**src/rtl/mc_pkg.sv**
```systemverilog
// Purpose: shared constants for the multicycle MIPS-subset control unit.
// Latency: n/a (constants only).
// Backpressure: n/a.
package mc_pkg;

    // FSM state encodings, also exported on the debug state port
    localparam logic [3:0] S_FETCH   = 4'd0;
    localparam logic [3:0] S_DECODE  = 4'd1;
    localparam logic [3:0] S_MEMADR  = 4'd2;
    localparam logic [3:0] S_MEMRD   = 4'd3;
    localparam logic [3:0] S_MEMWB   = 4'd4;
    localparam logic [3:0] S_MEMWR   = 4'd5;
    localparam logic [3:0] S_RTYPEEX = 4'd6;
    localparam logic [3:0] S_RTYPEWB = 4'd7;
    localparam logic [3:0] S_BEQEX   = 4'd8;
    localparam logic [3:0] S_ADDIEX  = 4'd9;
    localparam logic [3:0] S_ADDIWB  = 4'd10;
    localparam logic [3:0] S_JEX     = 4'd11;

    // Opcodes
    localparam logic [5:0] OP_LW    = 6'b100011;
    localparam logic [5:0] OP_SW    = 6'b101011;
    localparam logic [5:0] OP_RTYPE = 6'b000000;
    localparam logic [5:0] OP_BEQ   = 6'b000100;
    localparam logic [5:0] OP_ADDI  = 6'b001000;
    localparam logic [5:0] OP_J     = 6'b000010;

    // R-type function fields
    localparam logic [5:0] F_ADD = 6'b100000;
    localparam logic [5:0] F_SUB = 6'b100010;
    localparam logic [5:0] F_AND = 6'b100100;
    localparam logic [5:0] F_OR  = 6'b100101;
    localparam logic [5:0] F_SLT = 6'b101010;
    localparam logic [5:0] F_SLL = 6'b000000;

    // ALU control codes
    localparam logic [3:0] ALU_AND = 4'b0000;
    localparam logic [3:0] ALU_OR  = 4'b0001;
    localparam logic [3:0] ALU_ADD = 4'b0010;
    localparam logic [3:0] ALU_SUB = 4'b0110;
    localparam logic [3:0] ALU_SLT = 4'b0111;
    localparam logic [3:0] ALU_SLL = 4'b1000;

    // Internal ALU operation class
    localparam logic [1:0] ALUOP_ADD   = 2'b00;
    localparam logic [1:0] ALUOP_SUB   = 2'b01;
    localparam logic [1:0] ALUOP_FUNCT = 2'b10;

endpackage

```
**src/rtl/mc_controller_alu_decoder.sv**
```systemverilog
// Purpose: maps aluop + funct to the 4-bit ALU control code; flags recognised functs.
// Latency: purely combinational.
// Backpressure: none.
// Ports: aluop/funct in; alucontrol code and funct_valid out.
module alu_decoder
    import mc_pkg::*;
(
    input  logic [1:0] aluop,
    input  logic [5:0] funct,
    output logic [3:0] alucontrol,
    output logic       funct_valid
);

    always_comb begin
        alucontrol  = ALU_ADD;
        funct_valid = 1'b0;
        case (aluop)
            ALUOP_SUB: alucontrol = ALU_SUB;
            ALUOP_FUNCT: begin
                funct_valid = 1'b1;
                case (funct)
                    F_ADD:   alucontrol = ALU_ADD;
                    F_SUB:   alucontrol = ALU_SUB;
                    F_AND:   alucontrol = ALU_AND;
                    F_OR:    alucontrol = ALU_OR;
                    F_SLT:   alucontrol = ALU_SLT;
                    F_SLL:   alucontrol = ALU_SLL;
                    // Unknown funct falls back to add so the ALU does something benign
                    default: begin
                        alucontrol  = ALU_ADD;
                        funct_valid = 1'b0;
                    end
                endcase
            end
            default: alucontrol = ALU_ADD;
        endcase
    end

endmodule

```
**src/rtl/mc_controller.sv**
```systemverilog
// Purpose: Moore FSM sequencing the multicycle MIPS-subset datapath, one instruction at a time.
// Latency: outputs combinational from state; 2-5 cycles per instruction plus memory stalls.
// Backpressure: FETCH/MEMRD/MEMWR hold until mem_ready; other states advance unconditionally.
// Ports: clk, reset_n; op/funct/zero/mem_ready in; datapath mux selects, write strobes,
//        alucontrol and debug state out.
module mc_controller
    import mc_pkg::*;
(
    input  logic       clk,
    input  logic       reset_n,
    input  logic [5:0] op,
    input  logic [5:0] funct,
    input  logic       zero,
    input  logic       mem_ready,
    output logic       iord,
    output logic       memwrite,
    output logic       irwrite,
    output logic       regdst,
    output logic       memtoreg,
    output logic       regwrite,
    output logic       alusrca,
    output logic [1:0] alusrcb,
    output logic [1:0] pcsrc,
    output logic       pcen,
    output logic [3:0] alucontrol,
    output logic [3:0] state
);

    logic [3:0] next_state;
    logic [1:0] aluop;
    logic       funct_valid;
    logic       pcwrite;
    logic       branch;
    logic       ir_we;
    logic       mem_we;
    logic       rf_we;

    alu_decoder u_alu_decoder (
        .aluop       (aluop),
        .funct       (funct),
        .alucontrol  (alucontrol),
        .funct_valid (funct_valid)
    );

    always_ff @(posedge clk or negedge reset_n) begin
        if (!reset_n) state <= S_FETCH;
        else          state <= next_state;
    end

    always_comb begin
        next_state = state;
        iord       = 1'b0;
        mem_we     = 1'b0;
        ir_we      = 1'b0;
        regdst     = 1'b0;
        memtoreg   = 1'b0;
        rf_we      = 1'b0;
        alusrca    = 1'b0;
        alusrcb    = 2'b00;
        pcsrc      = 2'b00;
        pcwrite    = 1'b0;
        branch     = 1'b0;
        aluop      = ALUOP_ADD;
        case (state)
            S_FETCH: begin
                alusrcb = 2'b01;
                ir_we   = mem_ready;
                pcwrite = mem_ready;
                if (mem_ready) next_state = S_DECODE;
            end
            S_DECODE: begin
                // Branch target PC+4+(imm<<2) is precomputed here into ALUOut
                alusrcb = 2'b11;
                case (op)
                    OP_LW, OP_SW: next_state = S_MEMADR;
                    OP_RTYPE:     next_state = S_RTYPEEX;
                    OP_BEQ:       next_state = S_BEQEX;
                    OP_ADDI:      next_state = S_ADDIEX;
                    OP_J:         next_state = S_JEX;
                    default:      next_state = S_FETCH;
                endcase
            end
            S_MEMADR: begin
                alusrca    = 1'b1;
                alusrcb    = 2'b10;
                next_state = (op == OP_SW) ? S_MEMWR : S_MEMRD;
            end
            S_MEMRD: begin
                iord = 1'b1;
                if (mem_ready) next_state = S_MEMWB;
            end
            S_MEMWB: begin
                memtoreg   = 1'b1;
                rf_we      = 1'b1;
                next_state = S_FETCH;
            end
            S_MEMWR: begin
                iord   = 1'b1;
                mem_we = 1'b1;
                if (mem_ready) next_state = S_FETCH;
            end
            S_RTYPEEX: begin
                alusrca    = 1'b1;
                aluop      = ALUOP_FUNCT;
                next_state = funct_valid ? S_RTYPEWB : S_FETCH;
            end
            S_RTYPEWB: begin
                // Keep funct decode so alucontrol stays stable across writeback
                regdst     = 1'b1;
                rf_we      = 1'b1;
                aluop      = ALUOP_FUNCT;
                next_state = S_FETCH;
            end
            S_BEQEX: begin
                alusrca    = 1'b1;
                aluop      = ALUOP_SUB;
                pcsrc      = 2'b01;
                branch     = 1'b1;
                next_state = S_FETCH;
            end
            S_ADDIEX: begin
                alusrca    = 1'b1;
                alusrcb    = 2'b10;
                next_state = S_ADDIWB;
            end
            S_ADDIWB: begin
                rf_we      = 1'b1;
                next_state = S_FETCH;
            end
            S_JEX: begin
                pcsrc      = 2'b10;
                pcwrite    = 1'b1;
                next_state = S_FETCH;
            end
            default: next_state = S_FETCH;
        endcase
    end

    // State-changing strobes are suppressed while reset is held so nothing
    // architectural moves even though FETCH would otherwise assert them
    assign irwrite  = ir_we  & reset_n;
    assign memwrite = mem_we & reset_n;
    assign regwrite = rf_we  & reset_n;
    assign pcen     = (pcwrite | (branch & zero)) & reset_n;

endmodule

```
**config.mk**
```make
export PLATFORM = sky130hd
export DESIGN_NAME = mc_controller
export DESIGN_NICKNAME = d
export VERILOG_FILES = /design/src/rtl/mc_pkg.sv /design/src/rtl/mc_controller_alu_decoder.sv /design/src/rtl/mc_controller.sv
export SDC_FILE = /design/constraint.sdc
export NUM_CORES = 1
export LEC_CHECK = 0
export CAP_MARGIN = 20
export CORE_MARGIN = 3
export CORE_UTILIZATION = 39
export DETAILED_ROUTE_END_ITERATION = 12
export MAX_ROUTING_LAYER = met4
export PLACE_DENSITY = 0.88
export SETUP_SLACK_MARGIN = 0.5
export SYNTH_ARGS = -nofsm -noshare
export SYNTH_HDL_FRONTEND = slang
export SYNTH_SLANG_ARGS = --single-unit
```
**constraint.sdc**
```tcl
create_clock -name clk -period 2.5 [get_ports clk]
set_clock_uncertainty 0.1 [all_clocks]
set_input_delay 0.5 -clock clk [delete_from_list [all_inputs] [get_ports clk]]
set_output_delay 0.5 -clock clk [all_outputs]
set_load 0.02 [all_outputs]
```
==> impl_metrics.yaml, run 1 <==
die:
  num_io_pins: 36
  rows: 14
  die_h_um: 47.9
  die_w_um: 47.9
  start_util: 0.433
global_routing:
  grt_max_degree: 11
yosys:
  ys.flop_type: "dfrtp_1"
  synth.most_common_cell: "nor2_1"
  synthTopCellsByCount: "nor2_1, nand2b_1, inv_1, nand2_1"
  synthesis.nets: 113
  ys_seq_elements: 4
  synth.cell_area_um2: 683
  async_flop_share: 1.00
  yosysTopAreaCell: "dfrtp_1"
  synth_area_leaders: "dfrtp_1, nand2b_1, nor2_1, ha_1, inv_1"
  synthCells: 95
  ys_seq_area_frac: 0.147
  synth_cell_type_count: 40
  ys_warn_count: 0
  synth.avg_cell_area_um2: 7.19
  synth-edff-count: 0
  synth_top_area_share: 0.147
place:
  dpl-instance-area_mm2: 0.00132
  gp_congestion: 0.927
  numPortBuffers: 35
  hpwl_um: 2100
  pre_cts_ws_ns: -0.452
timing:
  endpoint_type: "primary output"
  crit_endpoint: "alucontrol[1]"
status:
  error_line: "[ERROR DPL-0038] Utilization greater than 100%, impossible to legalize"
  failing_step: "5_1_grt"
  status: "did not finish"
clocking:
  h-tree-depth: 1
  cts_inserted_buffers: 3
  ctsLongestPathBuffers: 2
  root_buffer: "clkbuf_4"
  cts.sinks: 4
## metrics by stage
stage,instances,setup TNS (ns),util,hold slack [ns]
CTS,173,0,0.918,0.285
global placement,165,-1.58,0.837,0.587
detailed placement,165,-1.81,0.837,0.598
floorplan,95,0,-,0.104
## logic make-up after synthesis
logic type | synth area share
mux | 0.0147
xor+xnor | 0.0256
buf+inv | 0.0604
fa+ha+maj | 0.0366
flops | 0.147
simple gates | 0.445
compound gates | 0.271
## timing repair
item                                    4_1_cts
hold buffers                                  0
cloned                                        0
gates resized for setup                     106
pin swaps                                     8
buffers inserted                              4
endpoints found under the setup margin       20
==> run 2: changes to the inputs <==
Settings changed: CORE_AREA set to 3 3 64 66, CORE_MARGIN 3 to unset, CORE_UTILIZATION 39 to unset, DIE_AREA set to 0 0 67 69, MAX_ROUTING_LAYER met4 to unset, PLACE_DENSITY 0.88 to unset, PLACE_DENSITY_LB_ADDON set to 0.15, SETUP_SLACK_MARGIN 0.5 to unset.
==> run 2 against run 1 <==
  * The run now ends clean
  * Synthesized area stayed put
  * Synthesized cell count unchanged
==> impl_metrics.yaml, run 2 <==
timing:
  fmax_mhz: 417
  finalSetupViolations: 0
  holdWs_ns: 0.605
  tns_ns: 0
  layout_min_cycle_time_ns: 2.40
  timing.final.crit_share: 0.960
  maxSlewHeadroom: 0.777
  worst_pin_slew_ns: 0.333
  slew_viol_final: 0
  grt_setup_unrepaired: "no"
  hold_violations: 0
die:
  start_util: 0.188
  die_h_um: 69
  dieArea_mm2: 0.00462
  rows: 22
  core_area_mm2: 0.00363
  num_io_pins: 36
  die_w_um: 67
finish:
  regArea_um2: 100
  final_common_cell: "buf_4"
  layoutNonFillerInstCount: 200
  fillers: 395
  largest-register: "state"
  post-route-cell-area_mm2: 0.00129
  fin_util: 0.356
  drive_gt1_frac: 0.276
  final_cell_mix: "buf_4, clkdlybuf4s50_1, nor2_1"
  area_delta_synth_final_pct: 89.4
  reg_top3: "state x4"
  nets: 172
  diodes: 0
  multi_input_area_um2: 566
  largest_register_ffs: 4
global_routing:
  overflow: 0
  grt_use_total: 0.105
  grt_pass1_vias: 871
  grt_max_degree: 12
  grt_first_pass_wirelength_um: 3870
  antenna_found_initial: 0
clocking:
  cts_inserted_buffers: 3
  h-tree-depth: 1
  cts_setup_buffers: 0
  cts_tree: "done"
  cts.sinks: 4
  cts.clk_slew.worst_paths_ns: 0.03
  root_buffer: "clkbuf_8"
  clk_latency_ns: 0.21
  ctsLongestPathBuffers: 2
place:
  dpl-instance-area_mm2: 0.00125
  numPortBuffers: 35
  gp_congestion: 0.848
  place_inst: 197
  hpwl_um: 1980
yosys:
  synth_cell_type_count: 40
  synth_top_family_by_area: "simple AND/OR/NAND/NOR gates"
  synth_area_leaders: "dfrtp_1, nand2b_1, nor2_1, ha_1, inv_1"
  synth-adder-area-share: 0.0366
  synth_top_area_share: 0.147
  ys_seq_area_frac: 0.147
  synth.avg_cell_area_um2: 7.19
  ys_warn_count: 0
  synth_compound_area_frac: 0.271
  async_flop_share: 1.00
  ys.flop_type: "dfrtp_1"
  synthMuxAreaShare: 0.0147
  yosysTopAreaCell: "dfrtp_1"
  synthTopCellsByCount: "nor2_1, nand2b_1, inv_1, nand2_1"
  ys_seq_elements: 4
  synth.most_common_cell: "nor2_1"
  synth.cell_area_um2: 683
  synthCells: 95
  synth-edff-count: 0
  synthesis.nets: 113
  synthSimpleGateAreaFrac: 0.445
  synth_xor_area_frac: 0.0256
detailed_routing:
  drc_errors: 0
  wirelength_um: 2330
  dr_wl_met2_um: 1180
  top_layer: "met3"
  drtIter0Drc: 41
  drtAntennaViolNets: 0
  wl_per_cell_um: 11.6
  via_per_inst: 4.31
  dr.pass1.iters: 4
  wl_met3_um: 57
  met1Wirelength_um: 1090
  vias: 861
power_and_ir_drop:
  max-vdd-ir-drop_mv: 0.266
  p_leak_nw: 0.585
  powerDensity_mw_per_mm2: 760
setup_path:
  slowest_delay_ns: 0.41
  startpoint_type: "primary input"
  endpoint_kind: "primary output"
  worstPathArrival_ns: 1.80
  worstSetupStartpoint: "funct[1]"
  crit_fanout: 2
  cp_top_family: "buffers and inverters"
  worstPathRequired_ns: 1.90
  rr_startpoint: "state[3]"
  cp_slowest_cell: "clkdlybuf4s50_1"
  cp_num_buf_inv: 3
  crit_chain: "clkdlybuf4s50_1, nor3b_2, buf_4, a31oi_2, nand2b_1, a31o_1, buf_2"
  path_class: "primary input to primary output"
status:
  status: "complete, no violations"
flow_run:
  drv_cap: 0
worst_hold_path:
  hold_class: "primary input to async pin"
-- run 2: cell counts after synthesis --
No cell type changed its count.
-- run 2: logic make-up (layout without fill, tap and decap cells) --
kind of cell | Yosys count | count (layout)
AND/OR/NAND/NOR | 54 | 54
AO/OA/AOI/OAI | 22 | 22
buffers and inverters | 10 | 67
flip-flops | 4 | 4
adder cells (fa/ha/maj) | 2 | 2
XOR/XNOR | 2 | 2
multiplexers | 1 | 1
-- run 2: power breakdown --
group	switching [W]	total (W)	internal, W
Clock	0.0000301	0.000132	0.000102
Sequential	0.0000148	0.000102	0.0000875
Combinational	0.000401	0.000748	0.000348
-- run 2: what timing repair did --
item | CTS | global route
resized for setup | 15 | 13
endpoints found under the setup margin | 8 | 8
hold buffers | 0 | 0
-- run 2: path summary, 6_finish.rpt --
kind / end / slack [ns] / cells after the start
setup / recovery: alucontrol[1] / 0.10 / 7
hold / removal: state[3] / 0.61 / 2
setup reg to reg: state[0] / 0.65 / 8
hold reg to reg: state[3] / 0.62 / 2
max in group asynchronous: state[2] / 1.59 / 2
min in group clk: state[3] / 0.62 / 2
-- run 2: metrics by stage --
step | power (W) | worst slack, ns
after detailed placement | 0.000877 | -0.382
after floorplan | 0.000516 | 0.131
after CTS | 0.000994 | 0.00220
after global routing | 0.00107 | 0.00948
after global placement | 0.000876 | -0.333
final | 0.000983 | 0.100
-- run 2: cell type report --
| cell class | instances | area share |
|---|---|---|
| multi-input combinational | 81 | 0.437 |
| timing repair buffer | 58 | 0.390 |
| sequential | 4 | 0.0774 |
| tap | 48 | 0.0464 |
| clock buffer | 3 | 0.0319 |
| inverter | 6 | 0.0174 |
-- run 2: layer usage --
layer  GRT usage  vias up
met4      0.0338        0
li1            -      458
met2       0.167       15
met1       0.145      388
met5           0        -
met3     0.00977        0
No activity file was read; power rests on OpenSTA's default activity.
